## config.mk

```make
export PLATFORM = sky130hd
export DESIGN_NAME = eth_rx_ctrl
export DESIGN_NICKNAME = d
export VERILOG_FILES = /design/src/rtl/eth_rx_pkg.sv /design/src/rtl/eth_rx_crc32.sv /design/src/rtl/eth_rx_ctrl.sv
export SDC_FILE = /design/constraint.sdc
export NUM_CORES = 1
export LEC_CHECK = 0
export ABC_CLOCK_PERIOD_IN_PS = 2500
export CORE_MARGIN = 1
export CORE_UTILIZATION = 58
export DETAILED_ROUTE_END_ITERATION = 8
export PLACE_DENSITY = 0.8
export REMOVE_ABC_BUFFERS = 1
export SETUP_SLACK_MARGIN = 0.15
export SYNTH_ARGS = -nofsm -noshare
export SYNTH_HDL_FRONTEND = slang
export SYNTH_SLANG_ARGS = --single-unit
```

## constraint.sdc

```tcl
create_clock -name Clk -period 2.5 [get_ports Clk]
set_input_delay 0.375 -clock Clk [delete_from_list [all_inputs] [get_ports Clk]]
set_output_delay 0.375 -clock Clk [all_outputs]
set_load 0.02 [all_outputs]
```

## src/rtl/eth_rx_pkg.sv

```systemverilog
// eth_rx_pkg: shared definitions for the RMII receive control path --
// state encodings, header field sizes, error codes and the CRC-32 constants.
package eth_rx_pkg;

  typedef enum logic [3:0] {
    IDLE      = 4'd0,
    PREAMBLE  = 4'd1,
    DEST_ADDR = 4'd3,
    SRC_ADDR  = 4'd4,
    LEN_TYPE  = 4'd5,
    DATA      = 4'd6,
    DONE      = 4'd8,
    DROP      = 4'd9
  } rx_state_e;

  localparam int pMAC_Addr_Cnt = 6;
  localparam int pLen_Type_Cnt = 2;

  localparam logic [2:0] ERR_NONE  = 3'd0;
  localparam logic [2:0] ERR_CRC   = 3'd1;
  localparam logic [2:0] ERR_RUNT  = 3'd2;
  localparam logic [2:0] ERR_GIANT = 3'd3;
  localparam logic [2:0] ERR_ALIGN = 3'd4;
  localparam logic [2:0] ERR_RX_ER = 3'd5;
  localparam logic [2:0] ERR_OVF   = 3'd6;
  localparam logic [2:0] ERR_ADDR  = 3'd7;

  localparam logic [31:0] CRC_POLY    = 32'hEDB88320;
  localparam logic [31:0] CRC_RESIDUE = 32'hDEBB20E3;

  // Reflected CRC-32 advanced by one byte, bit 0 first.
  function automatic logic [31:0] crc32_byte(input logic [31:0] c, input logic [7:0] d);
    logic [31:0] r;
    r = c;
    for (int i = 0; i < 8; i++)
      r = (r >> 1) ^ (CRC_POLY & {32{r[0] ^ d[i]}});
    return r;
  endfunction

endpackage

```

## src/rtl/eth_rx_crc32.sv

```systemverilog
// eth_rx_crc32: byte-wide reflected CRC-32. Crc reflects a byte one cycle
// after En; Init reloads the all-ones seed.
module eth_rx_crc32
  import eth_rx_pkg::*;
(
  input  logic        Clk,
  input  logic        Rst,
  input  logic        Init,
  input  logic        En,
  input  logic [7:0]  Data,
  output logic [31:0] Crc
);

  // CRC register: seed on reset/Init, advance one byte per En.
  always_ff @(posedge Clk) begin
    if (Rst || Init) Crc <= 32'hFFFFFFFF;
    else if (En)     Crc <= crc32_byte(Crc, Data);
  end

endmodule

```

## src/rtl/eth_rx_ctrl.sv

```systemverilog
// eth_rx_ctrl: RMII receive control. Locks to preamble/SFD, assembles bytes
// LSB-first, writes every post-SFD byte to the rx FIFO and issues one
// Pkt_Done per frame with a prioritised error code.
// Optional destination address filter: define ETH_RX_ADDR_FILTER_EN.
module eth_rx_ctrl
  import eth_rx_pkg::*;
#(
  parameter int          pMin_Preamble_Dibits = 8,
  parameter int          pMin_Frame_Bytes     = 64,
  parameter int          pMax_Frame_Bytes     = 1518,
  parameter logic [47:0] pMAC_Addr            = 48'h02_00_00_00_00_01
) (
  input  logic        Clk,
  input  logic        Rst,
  input  logic [1:0]  Rxd,
  input  logic        Crs_Dv,
  input  logic        Rx_Er,
  input  logic        Fifo_Full,
  output logic        Fifo_Wr,
  output logic [7:0]  Fifo_Wr_Data,
  output logic [3:0]  Rx_Ctrl_FSM_State,
  output logic [10:0] Byte_Cnt,
  output logic        Pkt_Done,
  output logic        Pkt_Good,
  output logic [2:0]  Pkt_Err_Code
);

  localparam logic [10:0] MIN_BYTES = 11'(pMin_Frame_Bytes);
  localparam logic [10:0] MAX_BYTES = 11'(pMax_Frame_Bytes);
  localparam logic [7:0]  MIN_PRE   = 8'(pMin_Preamble_Dibits);
  localparam logic [10:0] END_DST   = 11'(pMAC_Addr_Cnt - 1);
  localparam logic [10:0] END_SRC   = 11'(2 * pMAC_Addr_Cnt - 1);
  localparam logic [10:0] END_LT    = 11'(2 * pMAC_Addr_Cnt + pLen_Type_Cnt - 1);

  rx_state_e   state, nxt_state;
  logic        wait_quiet;
  logic [7:0]  pre_cnt;
  logic [1:0]  dib_cnt;
  logic [5:0]  byte_buf;
  logic [10:0] byte_cnt;
  logic        rx_er_seen, ovf_seen, giant_seen, addr_miss;
  logic        take_dibit, byte_done, wr_en, set_rx_er, set_ovf, set_giant;
  logic [7:0]  byte_nxt;
  logic [2:0]  err_code;
  logic [31:0] crc;

  assign byte_nxt          = {Rxd, byte_buf};
  assign Rx_Ctrl_FSM_State = state;
  assign Byte_Cnt          = byte_cnt;

  eth_rx_crc32 u_crc (
    .Clk  (Clk),
    .Rst  (Rst),
    .Init (state == IDLE),
    .En   (wr_en),
    .Data (byte_nxt),
    .Crc  (crc)
  );

  // Next state and per-cycle datapath strobes.
  always_comb begin
    nxt_state  = state;
    take_dibit = 1'b0;
    byte_done  = 1'b0;
    wr_en      = 1'b0;
    set_rx_er  = 1'b0;
    set_ovf    = 1'b0;
    set_giant  = 1'b0;
    case (state)
      IDLE:
        if (!wait_quiet && Crs_Dv && Rxd == 2'b01) nxt_state = PREAMBLE;
      PREAMBLE:
        if (!Crs_Dv)                              nxt_state = IDLE;
        else if (Rxd == 2'b11 && pre_cnt >= MIN_PRE) nxt_state = DEST_ADDR;
        else if (Rxd != 2'b01)                    nxt_state = IDLE;
      DEST_ADDR, SRC_ADDR, LEN_TYPE, DATA: begin
        if (!Crs_Dv) nxt_state = DONE;           // dibit on this cycle is discarded
        else if (Rx_Er) begin
          set_rx_er = 1'b1;
          nxt_state = DROP;
        end else begin
          take_dibit = 1'b1;
          if (dib_cnt == 2'd3) begin
            byte_done = 1'b1;
            if (Fifo_Full) begin
              set_ovf   = 1'b1;
              nxt_state = DROP;
            end else if (byte_cnt >= MAX_BYTES) begin
              set_giant = 1'b1;
              nxt_state = DROP;
            end else begin
              wr_en = 1'b1;
              if (state == DEST_ADDR && byte_cnt == END_DST) nxt_state = SRC_ADDR;
              if (state == SRC_ADDR  && byte_cnt == END_SRC) nxt_state = LEN_TYPE;
              if (state == LEN_TYPE  && byte_cnt == END_LT)  nxt_state = DATA;
            end
          end
        end
      end
      DROP:
        if (!Crs_Dv) nxt_state = DONE;
      DONE:
        nxt_state = IDLE;
      default:
        nxt_state = IDLE;
    endcase
  end

  // Frame status by priority; evaluated on the cycle that enters DONE.
  always_comb begin
    err_code = ERR_NONE;
    if      (rx_er_seen)            err_code = ERR_RX_ER;
    else if (ovf_seen)              err_code = ERR_OVF;
    else if (giant_seen)            err_code = ERR_GIANT;
    else if (dib_cnt != 2'd0)       err_code = ERR_ALIGN;
    else if (byte_cnt < MIN_BYTES)  err_code = ERR_RUNT;
    else if (addr_miss)             err_code = ERR_ADDR;
    else if (crc != CRC_RESIDUE)    err_code = ERR_CRC;
  end

  // State register; Wait_Quiet holds off lock until the line has been idle once.
  always_ff @(posedge Clk) begin
    if (Rst) begin
      state      <= IDLE;
      wait_quiet <= 1'b1;
    end else begin
      state <= nxt_state;
      if (!Crs_Dv) wait_quiet <= 1'b0;
    end
  end

  // Byte assembly, counters, error flags and registered outputs.
  always_ff @(posedge Clk) begin
    if (Rst) begin
      pre_cnt      <= 8'd0;
      dib_cnt      <= 2'd0;
      byte_buf     <= 6'd0;
      byte_cnt     <= 11'd0;
      rx_er_seen   <= 1'b0;
      ovf_seen     <= 1'b0;
      giant_seen   <= 1'b0;
      Fifo_Wr      <= 1'b0;
      Fifo_Wr_Data <= 8'd0;
      Pkt_Done     <= 1'b0;
      Pkt_Good     <= 1'b0;
      Pkt_Err_Code <= 3'd0;
    end else begin
      Fifo_Wr      <= wr_en;
      if (wr_en) Fifo_Wr_Data <= byte_nxt;
      Pkt_Done     <= 1'b0;
      Pkt_Good     <= 1'b0;
      Pkt_Err_Code <= 3'd0;
      if (nxt_state == DONE) begin
        Pkt_Done     <= 1'b1;
        Pkt_Good     <= (err_code == ERR_NONE);
        Pkt_Err_Code <= err_code;
      end
      if (state == IDLE) begin
        pre_cnt    <= 8'd1;
        dib_cnt    <= 2'd0;
        byte_cnt   <= 11'd0;
        rx_er_seen <= 1'b0;
        ovf_seen   <= 1'b0;
        giant_seen <= 1'b0;
      end
      if (state == PREAMBLE && Rxd == 2'b01 && pre_cnt != 8'hFF)
        pre_cnt <= pre_cnt + 8'd1;
      if (take_dibit) begin
        dib_cnt <= dib_cnt + 2'd1;
        case (dib_cnt)
          2'd0:    byte_buf[1:0] <= Rxd;
          2'd1:    byte_buf[3:2] <= Rxd;
          2'd2:    byte_buf[5:4] <= Rxd;
          default: ;
        endcase
      end
      if (byte_done && byte_cnt != 11'h7FF) byte_cnt <= byte_cnt + 11'd1;
      if (set_rx_er) rx_er_seen <= 1'b1;
      if (set_ovf)   ovf_seen   <= 1'b1;
      if (set_giant) giant_seen <= 1'b1;
    end
  end

`ifdef ETH_RX_ADDR_FILTER_EN
  logic [47:0] mac_sr;
  logic        mac_miss, bc_miss;

  // Step through the local address a byte at a time, wire order (MSB byte first).
  always_ff @(posedge Clk) begin
    if (Rst || state == IDLE) begin
      mac_sr   <= pMAC_Addr;
      mac_miss <= 1'b0;
      bc_miss  <= 1'b0;
    end else if (wr_en && state == DEST_ADDR) begin
      mac_sr <= {mac_sr[39:0], 8'h00};
      if (byte_nxt != mac_sr[47:40]) mac_miss <= 1'b1;
      if (byte_nxt != 8'hFF)         bc_miss  <= 1'b1;
    end
  end

  assign addr_miss = mac_miss && bc_miss;
`else
  // Address is kept as a parameter so both builds share one interface.
  logic unused_mac;
  assign unused_mac = ^pMAC_Addr;
  assign addr_miss  = 1'b0;
`endif

endmodule

```

After elaboration in Yosys (flattened, before gate mapping). Index checks and enable logic that the tools add are counted.

Register bits after elaboration: 81. Output and inout port bits: 29. Word-level logic and storage cells: 143.

Add/subtract/negate cells: 3. $lt $le $gt $ge: 3. Equality and inequality tests: 19. Mux-type cells: 58. Bitwise operators: 17. Reductions and logical operators: 26.

Operator list (number): $xor 31x32->32 (8); $mux 4 (13); $mux 1 (33); $ne 32x32->1 const B (1); $eq 11x4->1 const B (2); $mux 11 (2); $mux 8 (2); $pmux 4 s4 (1); $reduce_bool 2->1 (7); $eq 4x3->1 const B (3); $mux 3 (4); $add 11x1->11 const B (1); $eq 11x3->1 const B (1); $ge 11x11->1 const B (1); $lt 11x7->1 const B (1); $ne 11x11->1 const B (1); $logic_and 1x1->1 (9); $add 8x1->8 const B (1); $eq 4x4->1 const B (2); $ge 8x4->1 const B (1); $ne 8x8->1 const B (1); $xor 1x1->1 (8); $eq 2x2->1 const B (3); $mux 2 (3); other kinds (14) (17).

Depth between registers and ports, before layout.
Word-level depth: 16. Mapped depth: 9. Depth with buffers taken out: 8.

By module. A second synthesis with hierarchy kept.

Cells, all modules: 521. Area total of the unflattened synthesis: 4713.3 um^2.

Modules (own cells, without submodules): eth_rx_ctrl (instances 1, cells an instance 320, area an instance 2766.4 um^2, seq. area each 980.9 um^2); eth_rx_crc32 (instances 1, cells an instance 201, area an instance 1946.9 um^2, seq. area each 640.6 um^2).

Worst setup path before layout. No wires, ideal clock.

Kind: reg2reg. Start point: register state[2] (netlist: Rx_Ctrl_FSM_State[2]). End point: register u_crc.Crc[21]. Library setup time: 0.141 ns. Arrival: 2.221 ns. Required time: 2.359 ns. Path slack: 0.137 ns. Cell stages (with the launch flop): 10. Buffers on the path: 3. Clock period less this slack: 2.363 ns. Cell sequence: dfxtp_1 buf_2 a21bo_2 a211oi_1 and2_0 buf_1 nand2_1 clkbuf_1 nand2_1 o211ai_1.

Longest elaborated chain between the ends: 3.

RTL lines: from (decl) (RTL line eth_rx_ctrl.sv:35) `rx_state_e state, nxt_state;`; from (signal assigned) (RTL line eth_rx_ctrl.sv:127) `state <= nxt_state;`; $eq 4x2->1 or $eq 4x3->1 (tied branches) (RTL line eth_rx_ctrl.sv:69) `case (state)`; $reduce_or 4->1 (RTL line eth_rx_ctrl.sv:69); $mux 1 (RTL line eth_rx_ctrl.sv:69); to (signal assigned) (RTL line eth_rx_crc32.sv:17) `else if (En) Crc <= crc32_byte(Crc, Data);`; to (decl) (RTL line eth_rx_crc32.sv:11) `output logic [31:0] Crc`.

Parallel ways exist; a longest one is shown, timed or not. A chain may end at the register's enable or synchronous reset.

Final worst setup path.
Start point: register byte_cnt[6] (netlist: Byte_Cnt[6]). End point: register Pkt_Good.

Longest elaborated chain between the ends: 14.

RTL lines: from (decl) (RTL line eth_rx_ctrl.sv:40) `logic [10:0] byte_cnt;`; from (signal assigned) (RTL line eth_rx_ctrl.sv:177) `if (byte_done && byte_cnt != 11'h7FF) byte_cnt <= byte_cnt + 11'd1;`; $eq 11x3->1 (RTL line eth_rx_ctrl.sv:93) `if (state == DEST_ADDR && byte_cnt == END_DST) nxt_state = SRC_ADDR;`; $logic_and 1x1->1 (RTL line eth_rx_ctrl.sv:93); $mux 4 (RTL line eth_rx_ctrl.sv:93); $mux 4 (RTL line eth_rx_ctrl.sv:94) `if (state == SRC_ADDR && byte_cnt == END_SRC) nxt_state = LEN_TYPE;`; $mux 4 (RTL line eth_rx_ctrl.sv:95) `if (state == LEN_TYPE && byte_cnt == END_LT) nxt_state = DATA;`; $mux 4 (RTL line eth_rx_ctrl.sv:88) `end else if (byte_cnt >= MAX_BYTES) begin`; $mux 4 (RTL line eth_rx_ctrl.sv:85) `if (Fifo_Full) begin`; $mux 4 (RTL line eth_rx_ctrl.sv:83) `if (dib_cnt == 2'd3) begin`; $mux 4 (RTL line eth_rx_ctrl.sv:78) `else if (Rx_Er) begin`; $mux 4 (RTL line eth_rx_ctrl.sv:77) `if (!Crs_Dv) nxt_state = DONE;`; $pmux 4 s4 (RTL line eth_rx_ctrl.sv:69); $eq 4x4->1 (RTL line eth_rx_ctrl.sv:153) `if (nxt_state == DONE) begin`; $not 1->1 (no source line); $reduce_or 2->1 (no source line); to (signal assigned) (RTL line eth_rx_ctrl.sv:155) `Pkt_Good <= (err_code == ERR_NONE);`; to (decl) (RTL line eth_rx_ctrl.sv:24) `output logic Pkt_Good,`.

Parallel ways exist; a longest one is shown, timed or not.

==> out/qor.csv <==
metric,value,unit
1st-iter DRT viols,345,
final WL,10.8,mm
status,"finished, final reports clean",
ANT cells,0,
clock share of power,0.386,
"flops & latches, synth",81,
r2r setup slk,0.18,ns
critical path launch point type,flip-flop,
worst min path class,flip-flop to flip-flop,
worst hold stages,2,
most used cell along the critical path,or4_4,
Routed WL per cell,15.9,µm
mux cell area share after synthesis,0,
Final ANT Viol Nets,0,
Final Hold Viols,0,
Die H,88.3,µm
RSZ-0062 raised after global routing,yes,
GRT overflow,0,
Compound-Gate Fraction of Synth Area,0.160,
total power,2.30,mW
Max-Cap Viols,0,
pin count of the biggest net entering global routing,64,
Layout area overhead,18.8,%
DIE WIDTH,88.3,µm
r2r worst-path depth,6,
H-tree depth,3,
hold_ws,0.459,ns
period utilization,0.928,
starting density of the core,0.599,
Psw,0.581,mW
fin crit period,2.32,ns
Slew Limit Fails,0,
vias in the first global route,3755,
Comb pwr share,0.051,
die area,7800,µm²
first-pass GRT wire length,17.8,mm
cell area after synthesis,4320,µm²
CTS buffer count,9,
router iterations before antenna repair,5,
main combinational cell family by area after synthesis,simple AND/OR/NAND/NOR gates,
"Hold-fix buffers, CTS",0,
Leakage,1.98,nW
number of synthesized flops with an enable pin,0,
Clock Latency Late Sink,0.37,ns
Post-Synth Adder-Cell Area,0.0261,
clock root cell,clkbuf_8,
Setup Skew,0.0177,ns
DRC Markers,0,
row count,31,
Worst-path clk slew,0.09,ns
postcts setup bufs,0,
"most common cell after layout, fill and taps aside",nand2_1,
"commonest non-fill, non-tap cells in the layout","nand2_1 (88), dfxtp_1 (78), xnor2_1 (50)",
Util after Layout,0.712,
Via density,5.90,
Internal,1.71,mW
Non-Filler Instances,677,
crit-path max cell delay,0.55,ns
# clock sinks,81,
relative slew slack,0.500,
dpl ws,0.135,ns
Reg power frac,0.563,
Cell variety after synth,59,
CTS Buffer Depth,2,
Yosys warning total,0,
"FFs w/ async S/R, synth",0,
number of antenna violations at the first check in global routing,0,
CP Data Arrival Time,2.60,ns
worst-path cell chain,or4_4 -> or4_4 -> o21ai_2 -> a211oi_2 -> o31a_2 -> nor4b_2,
syn avg cell area,8.26,µm²
Simple-Gate Fraction of Synth Area,0.246,
crit path capture type,flip-flop,
power per standard cell area,447,nW/µm²
Via Count,3995,
Worst path slowest cell,or4_4,
total core area,7210,µm²
Max rail drop VDD,0.000283,V
WS Path Type,flip-flop to flip-flop,
placed wire-length estimate,7.86,mm
layout cells sized above 1,0.118,
# setup viols final,0,
slew of the pin with the lowest slew margin,0.745,ns
Final WS setup,0.179,ns
CTS tree,done,
Max Freq,431,MHz
PortBufs,35,
XOR/XNOR share of the synthesized area,0.155,
sequential share of the synthesized area,0.375,
Switching Share,0.253,
nets@finish,589,
Worst EP required,2.78,ns
GRT Total Usage,0.294,
placed cells,661,
Syn Inst Count,523,
io pins,36,
crit-path max FO,6,
main flop type after synthesis,dfxtp_1,
placer congestion estimate,1.08,
## cells in the mapped netlist, drive strengths merged (2+ instances only)
master / number / share of area
nand2: 89 / 0.077
dfxtp: 81 / 0.38
xnor2: 51 / 0.11
a21oi: 37 / 0.043
nor2: 29 / 0.025
nand3: 26 / 0.030
o211ai: 26 / 0.045
clkbuf: 22 / 0.019
xor2: 22 / 0.045
o21ai: 15 / 0.017
inv: 11 / 0.0096
ha: 9 / 0.026
nand4: 9 / 0.013
buf: 7 / 0.0084
nand2b: 7 / 0.010
nor3: 7 / 0.0093
nor2b: 5 / 0.0072
or3: 5 / 0.0072
a211oi: 4 / 0.0070
a31oi: 4 / 0.0058
and2: 4 / 0.0058
and3: 4 / 0.0061
nand4b: 4 / 0.0081
or2: 4 / 0.0058
or4: 4 / 0.0087
a21o: 2 / 0.0035
a311oi: 2 / 0.0041
a32o: 2 / 0.0046
and4: 2 / 0.0041
and4b: 2 / 0.0046
nand3b: 2 / 0.0035
nor3b: 2 / 0.0035
nor4b: 2 / 0.0055
nor4bb: 2 / 0.0046
o21a: 2 / 0.0035
o22ai: 2 / 0.0029
## per-stage QoR
stage | cell area, µm² | setup TNS, ns
4_1_cts | 5110 | 0
3_5_place_dp | 4940 | 0
5_1_grt | 5130 | 0
6_report | 5130 | 0
2_1_floorplan | 4200 | -39.50
3_3_place_gp | 4940 | 0
## kinds of logic (layout without fill, tap and decap cells)
logic type / after synthesis / in the layout
compound gates: 107 / 107
xor+xnor: 74 / 74
simple gates: 212 / 212
fa+ha+maj: 9 / 9
buf+inv: 40 / 95
flops: 81 / 81
## worst paths after layout
kind	start	endpoint
min reg2reg	Fifo_Wr_Data[1]	Fifo_Wr_Data[1]
max reg2reg	Byte_Cnt[6]	Pkt_Good
min	Fifo_Wr_Data[1]	Fifo_Wr_Data[1]
max	Byte_Cnt[6]	Pkt_Good
## flip-flops by register name, summed over array words and instances (netlist names)
signal	flops
Pkt_Done	1
pre_cnt	8
u_crc.Crc	32
Pkt_Good	1
Fifo_Wr	1
Fifo_Wr_Data	8
Rx_Ctrl_FSM_State	4
Byte_Cnt	11
byte_buf	6
wait_quiet	1
giant_seen	1
dib_cnt	2
rx_er_seen	1
ovf_seen	1
Pkt_Err_Code	3
## routing by layer
layer	vias to the layer above	GRT usage	wire length, µm
li1	1922	-	-
met1	1906	0.355	4570
met2	137	0.506	5360
met3	30	0.0746	628
met4	0	0.107	232
met5	-	0	0
## area by class of cell
cell class	instances	area, µm²
Sequential cell	81	1630
Inverter	11	41.3
Clock inverter	7	52.6
Clock buffer	9	124
Fill cell	596	2080
Timing Repair Buffer	68	611
Tap cell	99	124
Multi-Input combinational cell	402	2560
## timing repair
| item | 4_1_cts | 5_1_grt |
|---|---|---|
| pin swaps | 1 | 3 |
| resized for setup | 0 | 7 |
| endpoints found under the setup margin | 1 | 8 |
## worst max-delay path: cells and delay by family (launching register included)
| family | cells | cell delay (ns) |
|---|---|---|
| and+or+nand+nor | 3 | 1.29 |
| DFF | 1 | 0.33 |
| AOI/OAI and AO/OA | 3 | 0.61 |
## power by group through the flow
stage / registers (mW) / logic [mW] / clock network, mW
final: 1.29 / 0.117 / 0.885
after global routing: 1.29 / 0.124 / 0.957
after CTS: 1.29 / 0.116 / 0.898
after detailed placement: 1.32 / 0.115 / 0
after global placement: 1.32 / 0.113 / 0
after floorplan: 1.32 / 0.0588 / 0
Power figures use the tool's default switching activity.
==> RTL change, RTL diff (same flow settings) <==
Register the input `Rxd` before use, with the module's reset. The logic sees it one clock later. The other inputs are not delayed to match.
--- a/src/rtl/eth_rx_ctrl.sv
+++ b/src/rtl/eth_rx_ctrl.sv
@@ -34,2 +34,12 @@
 
+  logic [1:0] Rxd_q;
+
+  always_ff @(posedge Clk) begin
+    if (Rst) begin
+      Rxd_q <= '0;
+    end else begin
+      Rxd_q <= Rxd;
+    end
+  end
+
   rx_state_e   state, nxt_state;
@@ -46,3 +56,3 @@
 
-  assign byte_nxt          = {Rxd, byte_buf};
+  assign byte_nxt          = {Rxd_q, byte_buf};
   assign Rx_Ctrl_FSM_State = state;
@@ -70,7 +80,7 @@
       IDLE:
-        if (!wait_quiet && Crs_Dv && Rxd == 2'b01) nxt_state = PREAMBLE;
+        if (!wait_quiet && Crs_Dv && Rxd_q == 2'b01) nxt_state = PREAMBLE;
       PREAMBLE:
         if (!Crs_Dv)                              nxt_state = IDLE;
-        else if (Rxd == 2'b11 && pre_cnt >= MIN_PRE) nxt_state = DEST_ADDR;
-        else if (Rxd != 2'b01)                    nxt_state = IDLE;
+        else if (Rxd_q == 2'b11 && pre_cnt >= MIN_PRE) nxt_state = DEST_ADDR;
+        else if (Rxd_q != 2'b01)                    nxt_state = IDLE;
       DEST_ADDR, SRC_ADDR, LEN_TYPE, DATA: begin
@@ -165,3 +175,3 @@
       end
-      if (state == PREAMBLE && Rxd == 2'b01 && pre_cnt != 8'hFF)
+      if (state == PREAMBLE && Rxd_q == 2'b01 && pre_cnt != 8'hFF)
         pre_cnt <= pre_cnt + 8'd1;
@@ -170,5 +180,5 @@
         case (dib_cnt)
-          2'd0:    byte_buf[1:0] <= Rxd;
-          2'd1:    byte_buf[3:2] <= Rxd;
-          2'd2:    byte_buf[5:4] <= Rxd;
+          2'd0:    byte_buf[1:0] <= Rxd_q;
+          2'd1:    byte_buf[3:2] <= Rxd_q;
+          2'd2:    byte_buf[5:4] <= Rxd_q;
           default: ;
Function: changed (Yosys sat finds a counterexample within 4 cycles, from zero or initial values and one cycle with Rst high).
==> RTL change against the unedited design <==
- power rose by 11%
- area after synthesis up 4.0%
- critical endpoint is now Byte_Cnt[7]
- first-iteration DRC count decreased by 42%
- worst setup slack improved by 0.12 ns
- wire length decreased by 3.2%
- critical path depth rose by 1
- sequential cell count rose by 2
- final area is 2.5% higher
- clock power grew 27%
==> RTL change: results (changes against the unedited design) <==
cts:
  insertion_delay_ns: 0.35  # was 0.37 ns
  numCtsBuffers: 9  # unchanged
  cts-root-buf: "clkbuf_8"  # unchanged
synth:
  synth_cell_type_count: 56  # was 59
  seq_area_frac_synth_pct: 37.0  # was 37.5%
  synth_mux_area_share_pct: 1.59  # was 0%
  synth_common_cells: "dfxtp_1, nand2_1, nor2_1"  # was nand2_1, dfxtp_1, xnor2_1
  synthTopCellsByArea: "dfxtp_1, nand2_1, xnor2_1, xor2_1, a21oi_1"  # was dfxtp_1, xnor2_1, nand2_1, o211ai_1, xor2_1
  synth-compound-area-share_pct: 14.1  # was 16.0%
  synth-adder-area-share_pct: 2.51  # was 2.61%
  synth_xor_xnor_area_share_pct: 17.7  # was 15.5%
min_path:
  holdPathStages: 2  # unchanged
  whs_endpoint: "wait_quiet"  # was Fifo_Wr_Data[1]
  min_from: "wait_quiet"  # was Fifo_Wr_Data[1]
routing:
  wire_per_inst_um: 15.7  # was 15.9 um
  firstDrtPassIters: 5  # unchanged
  drt_iter0_drc: 200  # was 345
  vias: 3855  # was 3995
critical_path:
  worstPathArrival_ns: 2.49  # was 2.60 ns
  timing.rr.start: "Byte_Cnt[1]"  # was Byte_Cnt[6]
  critical_path.max_stage_delay_ns: 0.47  # was 0.55 ns
  ff2ff_setup_slack_ns: 0.30  # was 0.18 ns
  timing.rr.end: "Byte_Cnt[7]"  # was Pkt_Good
  rr_worst_depth: 7  # was 6
  crit_path_top_delay_cell: "dfxtp_1"  # was or4_4
grt:
  grt_first_pass_wirelength_um: 17600  # was 17800 um
  grt_max_degree: 62  # was 64
  grt_use_total_pct: 26.8  # was 29.4%
  grt_pass1_vias: 3652  # was 3755
sta:
  tightest_slew_ns: 0.526  # was 0.745 ns
  finalClockSkew_ns: 0.00831  # was 0.0177 ns
placed_design:
  gp_congestion: 0.887  # was 1.08
  hpwl_um: 7460  # was 7860 um
  pre_cts_ws_ns: 0.0245  # was 0.135 ns
power:
  peakVddDrop_mv: 0.381  # was 0.283 mV
  leakagePower_nw: 2.11  # was 1.98 nW
finish:
  nets: 578  # was 589
  fillers: 582  # was 596
  drive_above_1_share_pct: 10.4  # was 11.8%
outcome:
  status: "finished, final reports clean"  # unchanged
==> RTL change: cell types whose count changed in the layout (fill, tap and decap cells not counted), moves of 6 or more <==
| cell | delta |
|---|---|
| buf_4 | -15 |
| nor2_1 | +8 |
| nand2_1 | -6 |
| xnor2_1 | -15 |
| mux2i_1 | +6 |
| a21oi_1 | -6 |
| o211ai_1 | -6 |
==> RTL change: metal layers <==
layer | GRT usage, % | wire length, um | share of wire, % | vias up
met5 | 0 | 0 | 0 | -
met4 | 8.87 | 187 | 1.8 | 0
met3 | 4.65 | 358 | 3.4 | 18
met2 | 47.4 | 5300 | 51 | 75
met1 | 32.8 | 4600 | 44 | 1871
li1 | - | - | - | 1891
==> RTL change: cell type report <==
class	count	share of cell area, %
Timing Repair Buffer	54	9.84
Clock inverter	6	1.83
Sequential cell	83	31.6
Inverter	15	1.07
Tap cell	99	2.35
Clock buffer	10	2.62
Multi-Input combinational cell	399	50.7
==> RTL change: what timing repair did <==
item	CTS	global route
resized for setup	0	4
endpoints found under the setup margin	0	41
endpoints found under the hold margin	0	0
==> RTL change: stage by stage <==
stage,area (sq um),hold WS [ns],cells
floorplan,4370,0.421,497
global placement,5010,0.443,650
detailed placement,5010,0.451,650
CTS,5250,0.463,666
global route,5260,0.477,666
finish,5260,0.462,666
==> RTL change: worst max path at each step <==
stage	end	slack (ns)	cells past startpoint
after floorplan	u_crc.Crc[13]	-0.31	5
after global placement	Byte_Cnt[9]	0.07	8
after detailed placement	Byte_Cnt[9]	0.02	8
after CTS	Byte_Cnt[4]	0.23	7
after global routing	Byte_Cnt[4]	0.15	7
final	Byte_Cnt[7]	0.30	7
==> RTL change: power breakdown <==
group	internal, W	leakage (nW)	switching (W)
logic	0.0000484	1.32	0.0000557
registers	0.00132	0.671	0.00000617
clock network	0.000602	0.115	0.000514
total	0.00198	2.11	0.000576
==> RTL change: cells by family (layout without fill, tap and decap cells) <==
logic type,count (synthesis),count (layout)
and+or+nand+nor,215,215
AOI/OAI and AO/OA,96,96
DFF,83,83
xor gates and xnor gates,72,72
buffers and inverters,42,85
adders and majority gates,9,9
muxes,7,7
==> RTL change: tightest hold or removal path, delay by kind of cell (launching register included) <==
| family | cells | cell delay, ns |
|---|---|---|
| flip-flops | 1 | 0.32 |
| AND/OR/NAND/NOR | 2 | 0.11 |
